--- config.mk ---
export PLATFORM = sky130hd
export DESIGN_NAME = immediate_sequencer
export DESIGN_NICKNAME = d
export VERILOG_FILES = /design/src/rtl/immediate_sequencer.sv
export SDC_FILE = /design/constraint.sdc
export NUM_CORES = 1
export LEC_CHECK = 0
export CAP_MARGIN = 20
export CORE_MARGIN = 10
export CORE_UTILIZATION = 40
export DETAILED_ROUTE_END_ITERATION = 10
export PLACE_DENSITY = 0.77
export SLEW_MARGIN = 20
export SYNTH_ARGS = -nofsm -noshare
export SYNTH_HDL_FRONTEND = slang
export SYNTH_SLANG_ARGS = --single-unit
--- constraint.sdc ---
create_clock -name clk -period 1.83 [get_ports clk]
set_input_delay 0.4575 -clock clk [delete_from_list [all_inputs] [get_ports clk]]
set_output_delay 0.4575 -clock clk [all_outputs]
set_load 0.01 [all_outputs]
--- src/rtl/immediate_sequencer.sv ---
// Immediate sequencer: latches an instruction word, drives the immediate block's extend
// mode for a settle window, then captures and delivers the 32-bit immediate.
//
// state       | meaning
// ------------+------------------------------------------------------------
// IDLE        | waiting for a word, Extend = 0
// SETTLE      | Extend held for IMM_SETTLE cycles, then capture into Imm_Out
// WIDE_SETTLE | first word of a wide immediate settling, then store upper half
// WIDE_WAIT   | upper half stored, waiting for the second (lower) word
// OUT         | Imm_Valid high until the consumer takes it
module immediate_sequencer #(
    parameter logic [5:0]  OPC_ANDI   = 6'h0C,
    parameter logic [5:0]  OPC_ORI    = 6'h0D,
    parameter logic [5:0]  OPC_WIDE   = 6'h0F,
    parameter int unsigned IMM_SETTLE = 1
) (
    input  logic        clk,
    input  logic        Reset_n,
    input  logic        IR_Valid,
    input  logic [31:0] IR,
    output logic        IR_Ready,
    output logic [31:0] IR_Hold,
    output logic [1:0]  Extend,
    input  logic [31:0] Imm_In,
    output logic [31:0] Imm_Out,
    output logic        Imm_Valid,
    input  logic        Imm_Ready,
    input  logic        Abort,
    output logic        Busy
);

    typedef enum logic [2:0] {
        IDLE        = 3'd0,
        SETTLE      = 3'd1,
        WIDE_WAIT   = 3'd2,
        WIDE_SETTLE = 3'd3,
        OUT         = 3'd4
    } state_t;

    localparam logic [2:0] CNT_LOAD = 3'(IMM_SETTLE - 1);

    state_t      state;
    logic [2:0]  cnt;
    logic [15:0] upper;
    logic        wide;
    logic        accept;
    logic [5:0]  opc;
    logic        zext;

    assign accept = IR_Valid & IR_Ready & ~Abort;
    assign opc    = IR[31:26];
    assign zext   = (opc == OPC_ANDI) || (opc == OPC_ORI) || (opc == OPC_WIDE);
    assign Busy   = (state != IDLE);

    always_ff @(posedge clk or negedge Reset_n) begin
        if (!Reset_n) begin
            state     <= IDLE;
            cnt       <= 3'd0;
            upper     <= 16'd0;
            wide      <= 1'b0;
            IR_Ready  <= 1'b0;
            IR_Hold   <= 32'd0;
            Extend    <= 2'd0;
            Imm_Out   <= 32'd0;
            Imm_Valid <= 1'b0;
        end else if (Abort) begin
            // Flush wins over any accept or handshake offered in the same cycle.
            state     <= IDLE;
            cnt       <= 3'd0;
            upper     <= 16'd0;
            wide      <= 1'b0;
            IR_Ready  <= 1'b1;
            Extend    <= 2'd0;
            Imm_Valid <= 1'b0;
        end else begin
            case (state)
                IDLE: begin
                    if (accept) begin
                        IR_Hold  <= IR;
                        Extend   <= zext ? 2'd2 : 2'd1;
                        cnt      <= CNT_LOAD;
                        IR_Ready <= 1'b0;
                        if (opc == OPC_WIDE) begin
                            state <= WIDE_SETTLE;
                            wide  <= 1'b1;
                        end else begin
                            state <= SETTLE;
                        end
                    end else begin
                        IR_Ready <= 1'b1;
                    end
                end
                SETTLE: begin
                    if (cnt == 3'd0) begin
                        Imm_Out   <= wide ? {upper, Imm_In[15:0]} : Imm_In;
                        Imm_Valid <= 1'b1;
                        state     <= OUT;
                    end else begin
                        cnt <= cnt - 3'd1;
                    end
                end
                WIDE_SETTLE: begin
                    if (cnt == 3'd0) begin
                        upper    <= Imm_In[15:0];
                        IR_Ready <= 1'b1;
                        state    <= WIDE_WAIT;
                    end else begin
                        cnt <= cnt - 3'd1;
                    end
                end
                WIDE_WAIT: begin
                    // Lower half of a wide immediate is always zero-extended.
                    if (accept) begin
                        IR_Hold  <= IR;
                        Extend   <= 2'd2;
                        cnt      <= CNT_LOAD;
                        IR_Ready <= 1'b0;
                        state    <= SETTLE;
                    end
                end
                OUT: begin
                    if (Imm_Ready) begin
                        Imm_Valid <= 1'b0;
                        Extend    <= 2'd0;
                        wide      <= 1'b0;
                        IR_Ready  <= 1'b1;
                        state     <= IDLE;
                    end
                end
                default: begin
                    state    <= IDLE;
                    Extend   <= 2'd0;
                    IR_Ready <= 1'b1;
                end
            endcase
        end
    end

endmodule

==> results.yml <==
outcome:
  run_status: "completed"
sta:
  whs_ps: 449.0
  hold_viol: 0
  layout_setup_ws_ps: 79.54
  layout_min_cycle_time_ps: 1750
  skew_ps: 9.786
  setup_violations: 0
  max_freq_mhz: 571.3
  finalCritPeriodShare_pct: 95.65
  relSlewSlack_pct: 65.27
  finalMaxSlewViolations: 0
  worst_pin_slew_ps: 519.3
floorplanning:
  coreArea_um2: 9774
  die_height_um: 120.0
  rows: 36
  die_x_um: 120.0
  pin_count: 138
  die_area_um2: 14390
  initial_core_util_pct: 40.90
power_and_ir_drop:
  powerDensity_nw_per_um2: 1079
  ir_drop_mv: 0.4909
  total_power_mw: 6.332
  p_leak_nw: 2.576
detailed_routing:
  vias_per_cell: 4.917
  drt-total-wl_um: 9940
  first_iter_violations: 119
  drt_pass1_iterations: 4
  drc: 0
  wl_per_cell_um: 17.94
  num_vias: 2724
  ant_nets: 0
clocking:
  post_cts_buffers: 0
  clk_pin_slew_worst_paths_ps: 80
  cts_buffer_depth: 2
  htreeDepth: 3
  clk-insertion-delay-late_ps: 370
  cts_buffers: 9
  cts_tree: "done"
  clock-root-buffer: "clkbuf_8"
  clock_sinks: 91
final_layout:
  multi_input_area_um2: 1603
  n_fill_cell: 775
  layout_commonest_cell: "clkdlybuf4s50_1"
  layout-drive-gt1-share_pct: 21.14
  final_util_pct: 60.05
  area_growth_pct: 46.82
  nets: 487
  layout.cells.most_common_list: "clkdlybuf4s50_1 (134), dfrtp_1 (90), mux2_1 (35)"
  antennaDiodeCount: 0
  seq_area_um2: 2278
job:
  cap_violations: 0
worst_setup_path:
  slowest_delay_ps: 550
  cp.arrival_ps: 1290
  crit_fanout: 2
  crit_chain: "clkdlybuf4s50_1"
  critPathLaunchType: "flop"
  required_ps: 1370
  startpoint: "Imm_Out[12]"
  cp_top_family: "buffers and inverters"
  crit_type: "reg -> out"
  crit_buf_inv: 1
  slowest_stage: "clkdlybuf4s50_1"
  endpoint_kind: "output port"
  timing.rr.start: "cnt[0]"
logic_synthesis:
  ys_warn_count: 0
  synth_cell_type_count: 45
  synth_edf_count: 0
  synth_area_um2: 3998
  async_flop_share_pct: 100.0
  syn_nets: 335
  ys_seq_area_share_pct: 56.96
  ys_seq_elements: 91
  synth.avg_cell_area_um2: 15.14
  synth-main-ff-cell: "dfrtp_1"
  postSynthCellCount: 264
grt:
  grt.overflow.total: 0
  grt_max_degree: 58
  grt_pass1_wl_um: 16200
  grt_pass1_vias: 2990
  grt_use_total_pct: 14.08
  antenna_found_initial: 0
placed_design:
  dp_hpwl_um: 7705
  port_buffers: 137
  gp_congestion: 0.7978
  post-place-ws_ps: -155.2
worst_hold_path:
  hold_path.class: "in -> async"
-- synth_stat cells (2+ instances only) --
| library cell | instances | share of area [%] |
|---|---|---|
| a21oi_1 | 7 | 0.88 |
| a22o_1 | 17 | 3.7 |
| a31oi_1 | 2 | 0.31 |
| a32o_1 | 2 | 0.50 |
| a32oi_1 | 2 | 0.44 |
| and3b_1 | 2 | 0.44 |
| buf_2 | 6 | 0.75 |
| buf_6 | 7 | 2.0 |
| dfrtp_1 | 91 | 57 |
| ha_1 | 2 | 0.63 |
| inv_1 | 3 | 0.28 |
| mux2_1 | 35 | 9.9 |
| mux2_2 | 16 | 4.5 |
| mux2_4 | 29 | 11 |
| nand2_1 | 3 | 0.28 |
| nand2b_1 | 2 | 0.31 |
| nor2_1 | 4 | 0.38 |
| nor2b_1 | 2 | 0.31 |
| nor3b_1 | 2 | 0.38 |
| o211ai_1 | 2 | 0.38 |
| o21a_1 | 2 | 0.38 |
| o21ai_0 | 3 | 0.38 |
-- cell type report --
type / instances / share of cell area [%]
multi-input combinational: 155 / 27.31
timing repair buffer: 156 / 26.97
inverter: 3 / 0.1919
clock inverter: 4 / 1.236
sequential: 91 / 38.82
tap: 133 / 2.835
clock buffer: 12 / 2.643
-- final timing paths --
kind                               end  slack [ps]  depth (start not counted)
min in group clk           IR_Hold[27]         490                          1
setup / recovery           Imm_Out[12]          80                          1
hold reg to reg            IR_Hold[27]         490                          1
max in group asynchronous  Imm_Out[12]         820                          3
setup reg to reg           Imm_Out[28]         120                          6
hold / removal             Imm_Out[13]         450                          2
-- flip-flops by register name, indices dropped and copies added (netlist names) --
| signal | count |
|---|---|
| Imm_Out | 32 |
| Extend | 2 |
| IR_Ready | 1 |
| Imm_Valid | 1 |
| state | 3 |
| cnt | 3 |
| upper | 16 |
| IR_Hold | 32 |
| wide | 1 |
-- layer usage --
layer / vias to the layer above / part of all wire (%) / track usage [%]
li1: 1276 / - / -
met1: 1344 / 42 / 16.95
met2: 92 / 49 / 22.59
met3: 12 / 6.9 / 4.219
met4: 0 / 1.9 / 6.787
met5: - / 0 / 0
-- power by group --
part	switching [mW]	total (mW)	internal [mW]
sequential	0.246	2.71	2.46
clock	0.687	1.53	0.842
combinational	0.729	2.10	1.37
total	1.66	6.33	4.67
-- stage by stage --
step / setup TNS (ps) / cell area, um^2 / instances
floorplan: 0 / 3998 / 264
global placement: -7913 / 5623 / 537
detailed placement: -9565 / 5623 / 537
CTS: 0 / 5862 / 554
global route: -7.572 / 5869 / 554
finish: 0 / 5869 / 554
-- cell families (layout without fill, tap and decap cells) --
logic type      count (synthesis)  in the layout  synth area share [%]
compound gates                 42             42                 8.263
buf+inv                        18            175                 3.286
simple gates                   31             31                 5.603
mux                            80             80                 25.26
fa+ha+maj                       2              2                0.6259
flops                          91             91                 56.96
-- repair_timing --
action	CTS	global route
hold buffers	1	0
setup endpoints to repair	2	49
gates resized for setup	5	3
hold endpoints to repair	6	0
Note: power is estimated with default switching activity, not from simulation.
